## src/rtl/dmem_arbiter_pkg.sv

```systemverilog
// dmem_arbiter_pkg: shared definitions for the data-memory arbiter.
// Holds the access-size codes, the selected-request payload, the
// load-owner tag and small helpers for size decoding and lane alignment.
package dmem_arbiter_pkg;

    localparam int unsigned ADDR_W = 8;
    localparam int unsigned DATA_W = 32;

    localparam logic [2:0] SIZE_B  = 3'b000;
    localparam logic [2:0] SIZE_H  = 3'b001;
    localparam logic [2:0] SIZE_W  = 3'b010;
    localparam logic [2:0] SIZE_BU = 3'b100;
    localparam logic [2:0] SIZE_HU = 3'b101;

    typedef struct packed {
        logic              we;
        logic [2:0]        size;
        logic [ADDR_W-1:0] addr;
        logic [DATA_W-1:0] wdata;
    } mem_req_t;

    typedef enum logic {
        OWN_P0 = 1'b0,
        OWN_P1 = 1'b1
    } owner_t;

    // Undefined size codes behave as a full-word access.
    function automatic logic [2:0] norm_size(input logic [2:0] size);
        case (size)
            SIZE_B, SIZE_H, SIZE_W, SIZE_BU, SIZE_HU: norm_size = size;
            default:                                  norm_size = SIZE_W;
        endcase
    endfunction

    // Byte-lane offset truncated to the natural alignment of the size.
    function automatic logic [1:0] align_off(input logic [2:0] size, input logic [1:0] a);
        case (size)
            SIZE_B, SIZE_BU: align_off = a;
            SIZE_H, SIZE_HU: align_off = {a[1], 1'b0};
            default:         align_off = 2'b00;
        endcase
    endfunction

    // True when the address is not naturally aligned for the (normalised) size.
    function automatic logic is_misaligned(input logic [2:0] size, input logic [1:0] a);
        case (size)
            SIZE_B, SIZE_BU: is_misaligned = 1'b0;
            SIZE_H, SIZE_HU: is_misaligned = a[0];
            default:         is_misaligned = (a != 2'b00);
        endcase
    endfunction

endpackage

```

## src/rtl/dmem_lane_align.sv

```systemverilog
// dmem_lane_align: combinational byte-lane steering for one direction.
//   STORE_DIR=1: be   = size mask shifted to the lane offset,
//                dout = din shifted left by 8*off.
//   STORE_DIR=0: dout = din shifted right by 8*off, then sign/zero
//                extended by size; be is unused (0).
// Ports: size (normalised size code), off (aligned lane offset),
//        din (store data or memory read word), be, dout.
module dmem_lane_align
    import dmem_arbiter_pkg::*;
#(
    parameter bit STORE_DIR = 1'b1
) (
    input  logic [2:0]        size,
    input  logic [1:0]        off,
    input  logic [DATA_W-1:0] din,
    output logic [3:0]        be,
    output logic [DATA_W-1:0] dout
);

    logic [DATA_W-1:0] shifted;

    always_comb begin : lane_steer
        be      = 4'b0000;
        dout    = '0;
        shifted = din >> {off, 3'b000};
        if (STORE_DIR) begin
            dout = din << {off, 3'b000};
            case (size)
                SIZE_B, SIZE_BU: be = 4'b0001 << off;
                SIZE_H, SIZE_HU: be = 4'b0011 << off;
                default:         be = 4'b1111;
            endcase
        end else begin
            case (size)
                SIZE_B:  dout = {{24{shifted[7]}}, shifted[7:0]};
                SIZE_BU: dout = {24'h000000, shifted[7:0]};
                SIZE_H:  dout = {{16{shifted[15]}}, shifted[15:0]};
                SIZE_HU: dout = {16'h0000, shifted[15:0]};
                default: dout = shifted;
            endcase
        end
    end

endmodule

```

## src/rtl/dmem_arbiter.sv

```systemverilog
// dmem_arbiter: shares the single-port data memory between the core MEM
// stage (port 0) and the loader/debug port (port 1). One grant per cycle,
// fixed priority to port 0 unless port 1 has waited MAX_WAIT cycles.
// Stores write in the grant cycle; loads return extended data one cycle
// later on the port that issued them.
// Optional feature macro: DMEM_MISALIGN_TRAP_EN adds p0_err/p1_err and
// turns misaligned accesses into an error response instead of truncating.
// Ports:
//   clk, rst                      clock, synchronous active-high reset
//   pN_req/we/size/addr/wdata     request from port N (held until pN_gnt)
//   pN_gnt                        request accepted this cycle
//   pN_rvalid/pN_rdata            load return pulse and extended data
//   pN_err                        misaligned-access response (macro only)
//   mem_we/be/addr/wdata          data_memory write side, word address
//   mem_rdata                     data_memory read word, one cycle latency
module dmem_arbiter
    import dmem_arbiter_pkg::*;
#(
    parameter int unsigned ADDR_WIDTH = ADDR_W,
    parameter int unsigned DATA_WIDTH = DATA_W,
    parameter int unsigned MAX_WAIT   = 4
) (
    input  logic                  clk,
    input  logic                  rst,
    input  logic                  p0_req,
    input  logic                  p0_we,
    input  logic [2:0]            p0_size,
    input  logic [ADDR_WIDTH-1:0] p0_addr,
    input  logic [DATA_WIDTH-1:0] p0_wdata,
    output logic                  p0_gnt,
    output logic                  p0_rvalid,
    output logic [DATA_WIDTH-1:0] p0_rdata,
    input  logic                  p1_req,
    input  logic                  p1_we,
    input  logic [2:0]            p1_size,
    input  logic [ADDR_WIDTH-1:0] p1_addr,
    input  logic [DATA_WIDTH-1:0] p1_wdata,
    output logic                  p1_gnt,
    output logic                  p1_rvalid,
    output logic [DATA_WIDTH-1:0] p1_rdata,
`ifdef DMEM_MISALIGN_TRAP_EN
    output logic                  p0_err,
    output logic                  p1_err,
`endif
    output logic                  mem_we,
    output logic [3:0]            mem_be,
    output logic [ADDR_WIDTH-1:0] mem_addr,
    output logic [DATA_WIDTH-1:0] mem_wdata,
    input  logic [DATA_WIDTH-1:0] mem_rdata
);

    localparam int unsigned CNT_W = $clog2(MAX_WAIT + 1);

    logic [CNT_W-1:0]  wait_cnt_q, wait_cnt_d;
    logic              rvalid_q, rvalid_d;
    owner_t            owner_q, owner_d;
    logic [2:0]        size_q, size_d;
    logic [1:0]        off_q, off_d;

    mem_req_t          req_c;
    logic              gnt_c;
    logic [2:0]        size_n_c;
    logic [1:0]        off_n_c;
    logic              trap_c;
    logic              rdata_ok_c;
    logic [3:0]        st_be;
    logic [DATA_W-1:0] st_wdata;
    logic [3:0]        ld_be_unused;
    logic [DATA_W-1:0] ld_data;

    // Port 0 wins unless port 1 has been denied MAX_WAIT consecutive cycles.
    always_comb begin : arbitrate
        p0_gnt = 1'b0;
        p1_gnt = 1'b0;
        if (!rst) begin
            if (p1_req && (wait_cnt_q == CNT_W'(MAX_WAIT))) begin
                p1_gnt = 1'b1;
            end else if (p0_req) begin
                p0_gnt = 1'b1;
            end else if (p1_req) begin
                p1_gnt = 1'b1;
            end
        end
    end

    // Saturating count of consecutive port-1 denials.
    always_comb begin : wait_count
        wait_cnt_d = wait_cnt_q;
        if (!p1_req || p1_gnt) begin
            wait_cnt_d = '0;
        end else if (wait_cnt_q != CNT_W'(MAX_WAIT)) begin
            wait_cnt_d = wait_cnt_q + CNT_W'(1);
        end
    end

    // Mux the granted port's request and decode its size/lane.
    always_comb begin : select_request
        req_c.we    = p1_gnt ? p1_we : p0_we;
        req_c.size  = p1_gnt ? p1_size : p0_size;
        req_c.addr  = p1_gnt ? ADDR_W'(p1_addr) : ADDR_W'(p0_addr);
        req_c.wdata = p1_gnt ? DATA_W'(p1_wdata) : DATA_W'(p0_wdata);
        gnt_c       = p0_gnt | p1_gnt;
        size_n_c    = norm_size(req_c.size);
        off_n_c     = align_off(size_n_c, req_c.addr[1:0]);
`ifdef DMEM_MISALIGN_TRAP_EN
        trap_c      = is_misaligned(size_n_c, req_c.addr[1:0]);
`else
        trap_c      = 1'b0;
`endif
    end

    dmem_lane_align #(.STORE_DIR(1'b1)) u_store_align (
        .size (size_n_c),
        .off  (off_n_c),
        .din  (req_c.wdata),
        .be   (st_be),
        .dout (st_wdata)
    );

    // Memory write side; a trapped access never reaches the array.
    always_comb begin : mem_drive
        mem_we    = gnt_c && req_c.we && !trap_c;
        mem_be    = mem_we ? st_be : 4'b0000;
        mem_addr  = ADDR_WIDTH'({req_c.addr[ADDR_W-1:2], 2'b00});
        mem_wdata = DATA_WIDTH'(st_wdata);
    end

    // Remember who gets the response next cycle (loads and trapped accesses).
    always_comb begin : load_track
        rvalid_d = gnt_c && (!req_c.we || trap_c);
        owner_d  = p1_gnt ? OWN_P1 : OWN_P0;
        size_d   = size_n_c;
        off_d    = off_n_c;
    end

    always_ff @(posedge clk) begin : state_regs
        if (rst) begin
            wait_cnt_q <= '0;
            rvalid_q   <= 1'b0;
            owner_q    <= OWN_P0;
            size_q     <= SIZE_W;
            off_q      <= 2'b00;
        end else begin
            wait_cnt_q <= wait_cnt_d;
            rvalid_q   <= rvalid_d;
            owner_q    <= owner_d;
            size_q     <= size_d;
            off_q      <= off_d;
        end
    end

`ifdef DMEM_MISALIGN_TRAP_EN
    logic err_q, err_d;

    always_comb begin : err_next
        err_d = gnt_c && trap_c;
    end

    always_ff @(posedge clk) begin : err_reg
        if (rst) begin
            err_q <= 1'b0;
        end else begin
            err_q <= err_d;
        end
    end
`endif

    dmem_lane_align #(.STORE_DIR(1'b0)) u_load_align (
        .size (size_q),
        .off  (off_q),
        .din  (DATA_W'(mem_rdata)),
        .be   (ld_be_unused),
        .dout (ld_data)
    );

    // Route the response to its owner; reset masks any in-flight return.
    always_comb begin : read_return
        p0_rvalid  = !rst && rvalid_q && (owner_q == OWN_P0);
        p1_rvalid  = !rst && rvalid_q && (owner_q == OWN_P1);
        rdata_ok_c = 1'b1;
`ifdef DMEM_MISALIGN_TRAP_EN
        rdata_ok_c = !err_q;
        p0_err     = p0_rvalid && err_q;
        p1_err     = p1_rvalid && err_q;
`endif
        p0_rdata   = (p0_rvalid && rdata_ok_c) ? DATA_WIDTH'(ld_data) : '0;
        p1_rdata   = (p1_rvalid && rdata_ok_c) ? DATA_WIDTH'(ld_data) : '0;
    end

endmodule

```

## config.mk

```make
export PLATFORM = sky130hd
export DESIGN_NAME = dmem_arbiter
export DESIGN_NICKNAME = d
export VERILOG_FILES = /design/src/rtl/dmem_arbiter_pkg.sv /design/src/rtl/dmem_lane_align.sv /design/src/rtl/dmem_arbiter.sv
export SDC_FILE = /design/constraint.sdc
export NUM_CORES = 1
export LEC_CHECK = 0
export BUFFER_PORTS_ARGS = -buffer_cell sky130_fd_sc_hd__clkbuf_2
export CORE_MARGIN = 1.5
export CORE_UTILIZATION = 37
export DETAILED_ROUTE_END_ITERATION = 6
export PLACE_DENSITY = 0.86
export SKIP_LAST_GASP = 1
export SYNTH_ARGS = -nofsm -noshare
export SYNTH_HDL_FRONTEND = slang
export SYNTH_SLANG_ARGS = --single-unit
export TNS_END_PERCENT = 30
```

## constraint.sdc

```tcl
create_clock -name clk -period 1.67 [get_ports clk]
set_clock_uncertainty 0.1 [all_clocks]
set_input_delay 0.167 -clock clk [delete_from_list [all_inputs] [get_ports clk]]
set_output_delay 0.167 -clock clk [all_outputs]
set_load 0.02 [all_outputs]
```

==> results.yml <==
die:
  die_x_um: 92.5
  core_area_um2: 7730
  ios: 237
  start_util_pct: 38.3
  die_h_um: 92.5
  fp-row-count: 32
  die_area_um2: 8550
finish:
  drive_gt1_share_pct: 59.6
  final_cell_mix: "199 x clkbuf_2, 84 x nand2_1, 80 x buf_4"
  multiInputGateArea_um2: 3210
  layout.cells.non_filler: 860
  num-nets-final: 886
  fill_cells: 506
  syn_to_final_growth_pct: 103
  final_common_cell: "clkbuf_2"
  insertedDiodeCount: 0
  seq_area_um2: 208
sta:
  fmax_ghz: 0.460
  setup_ws_ns: -0.503
  tns_ns: -40.07
  max_slew.worst_pin.slew_ns: 0.589
  setup_viol_count_final: 110
  rsz0062_at_grt: "yes"
  final_hold_viol_count: 0
  fin_crit_sh_pct: 130
  period_needed_ns: 2.17
  slew-limit-headroom_pct: 60.5
  timing.final.max_slew_violations: 0
critical_path:
  endpoint_kind: "output pin"
  rr_endpoint: "rvalid_q"
  rr_worst_depth: 8
  worstPathRequired_ns: 1.40
  worst_ep_arrival_time_ns: 1.91
  crit_start: "wait_cnt_q[1]"
  startpoint_type: "register"
  rrSetupSlack_ns: -0.09
  crit_path_max_fanout: 8
  critical_path_class: "reg2out"
  r2r_start: "wait_cnt_q[1]"
  worst_setup_path_endpoint: "mem_wdata[4]"
logic_synthesis:
  synthCells: 459
  synthFlopType: "dfxtp_1"
  synth.distinct_cells: 53
  yosysWarnings: 0
  netlist_top_cells_area: "mux2i_1 18%, nand2_1 11%, nor2_1 11%, mux2_2 9.1%, dfxtp_1 6.8%"
  synth_edf_count: 0
  synth_area_um2: 2960
  seq_area_frac_synth_pct: 6.76
  ys_async_sr_fraction_pct: 0
  ys_ff_latch: 10
  synth.avg_cell_area_um2: 6.45
  synth_top_cell_by_area: "mux2i_1"
  synth_top_area_share_pct: 17.6
detailed_routing:
  num_vias: 4877
  drt_wl_total_mm: 15.9
  viasPerCell: 5.67
  drt_drc_violations_left: 0
  wl_per_cell_um: 18.4
  drt-pass1-iter-count: 4
  final_antenna_net_count: 0
  drt_iter0_drc: 251
placed_design:
  globalplace.congestion: 1.01
  numPortBuffers: 234
  dp.final_hpwl_mm: 11.8
  placedCellCount: 847
global_route:
  antenna_found_initial: 0
  grt_pass1_wl_mm: 22.7
  grt.met3_usage_pct: 3.94
  grt_pass1_vias: 4764
  grt_overflow: 0
  top_usage_layer: "met2"
  grt_max_degree: 36
  gr-usage-met1_pct: 36.7
  met2_usage_pct: 63.0
  grt.total_usage_pct: 33.1
power:
  total_power_mw: 2.20
  p_leak_nw: 2.85
  irDropWorstVdd_uv: 264
  p_per_area_nw_per_um2: 366
clock_tree:
  cts_max_level: 1
  cts_tree: "yes"
  path_clk_slew_ns: 0.04
  cts_root_buf: "clkbuf_8"
  insertion_delay_ns: 0.23
  clock_sinks: 10
  cts_buffers: 3
  clock_tree.buffer_depth: 2
run_status:
  run_status: "complete, but fails checks"
  violations: "setup timing"
worst_hold_path:
  worstHoldPathType: "in2reg"
run:
  cap_violations: 0
[per-stage QoR]
| stage | hold slack (ns) | setup WS, ns | area, µm² | utilization (%) |
|---|---|---|---|---|
| after floorplan | 0.136 | -0.108 | 3490 | - |
| after global placement | 0.337 | -0.251 | 5350 | 69.3 |
| after detailed placement | 0.337 | -0.332 | 5350 | 69.3 |
| after CTS | 0.0930 | -0.475 | 5660 | 73.3 |
| after global routing | 0.125 | -0.565 | 6000 | 77.7 |
| final | 0.127 | -0.503 | 6000 | 77.7 |
[cell families after synthesis]
group           count (synthesis)  synth area share (%)
buf+inv                        52                  8.66
fa+ha+maj                       2                 0.844
flops                          10                  6.76
simple gates                  214                  31.5
compound gates                103                  24.7
mux                            77                  27.4
other cells                     1                 0.127
[state kept, by name, indices dropped and copies added (netlist names)]
register    cells
off_q           2
size_q          3
owner_q         1
wait_cnt_q      3
rvalid_q        1
[routing by layer]
metal	routed length (µm)	vias up
li1	-	2222
met1	5750	2286
met2	8330	306
met3	1090	63
met4	700	0
met5	0	-
[Yosys cell counts (2+ instances only)]
master	number
a211oi_1	14
a21oi_1	13
a221oi_1	16
a31oi_1	2
and2_1	8
buf_2	15
buf_4	7
buf_6	2
clkbuf_1	10
dfxtp_1	10
ha_1	2
inv_1	13
inv_2	2
mux2_2	24
mux2i_1	52
nand2_1	87
nand2_4	2
nand2b_1	3
nand3_1	2
nand3b_1	2
nor2_1	86
nor2b_1	7
nor3_1	3
nor3b_1	2
nor4_1	2
o21ai_0	28
o21ai_2	2
o21bai_1	2
o221ai_1	8
o22a_1	8
or2_1	2
or3b_1	2
[power breakdown]
part / internal [mW] / switching (mW) / leakage [nW]
Combinational: 0.779 / 0.922 / 2.74
Sequential: 0.249 / 0.00935 / 0.0840
Clock: 0.157 / 0.0829 / 0.0216
[critical path, stage by stage, from the launching register on]
cell and delay (ns):
dfxtp_2 0.32, inv_2 0.06, ha_4 0.16, a21bo_4 0.17
nand2_8 0.08, inv_8 0.10, buf_8 0.12, buf_4 0.15
nand2_1 0.14, a21oi_4 0.18, clkbuf_2 0.18
[area by class of cell]
type	count	area share [%]
inverters	16	1.13
clock buffers	3	0.688
well taps	102	2.13
flip-flops and latches	10	3.46
repair buffers	331	39.2
multi-input cells	398	53.4
[what timing repair did]
action / 4_1_cts / 5_1_grt
pin swaps: 9 / 11
resized for setup: 57 / 75
gates cloned: 0 / 2
buffers inserted: 4 / 5
setup endpoints to repair: 109 / 112
hold buffers: 0 / 0
[worst min-delay path by stage]
stage	start	endpoint	slack (ns)	depth (start not counted)
after floorplan	rst	off_q[0]	0.14	1
after detailed placement	p1_size[2]	size_q[2]	0.34	3
after CTS	p1_size[2]	size_q[2]	0.09	3
after global placement	p0_size[2]	size_q[2]	0.34	3
final	p0_addr[1]	off_q[1]	0.13	3
after global routing	p1_size[2]	size_q[2]	0.12	3
(Power assumes the default switching activity.)
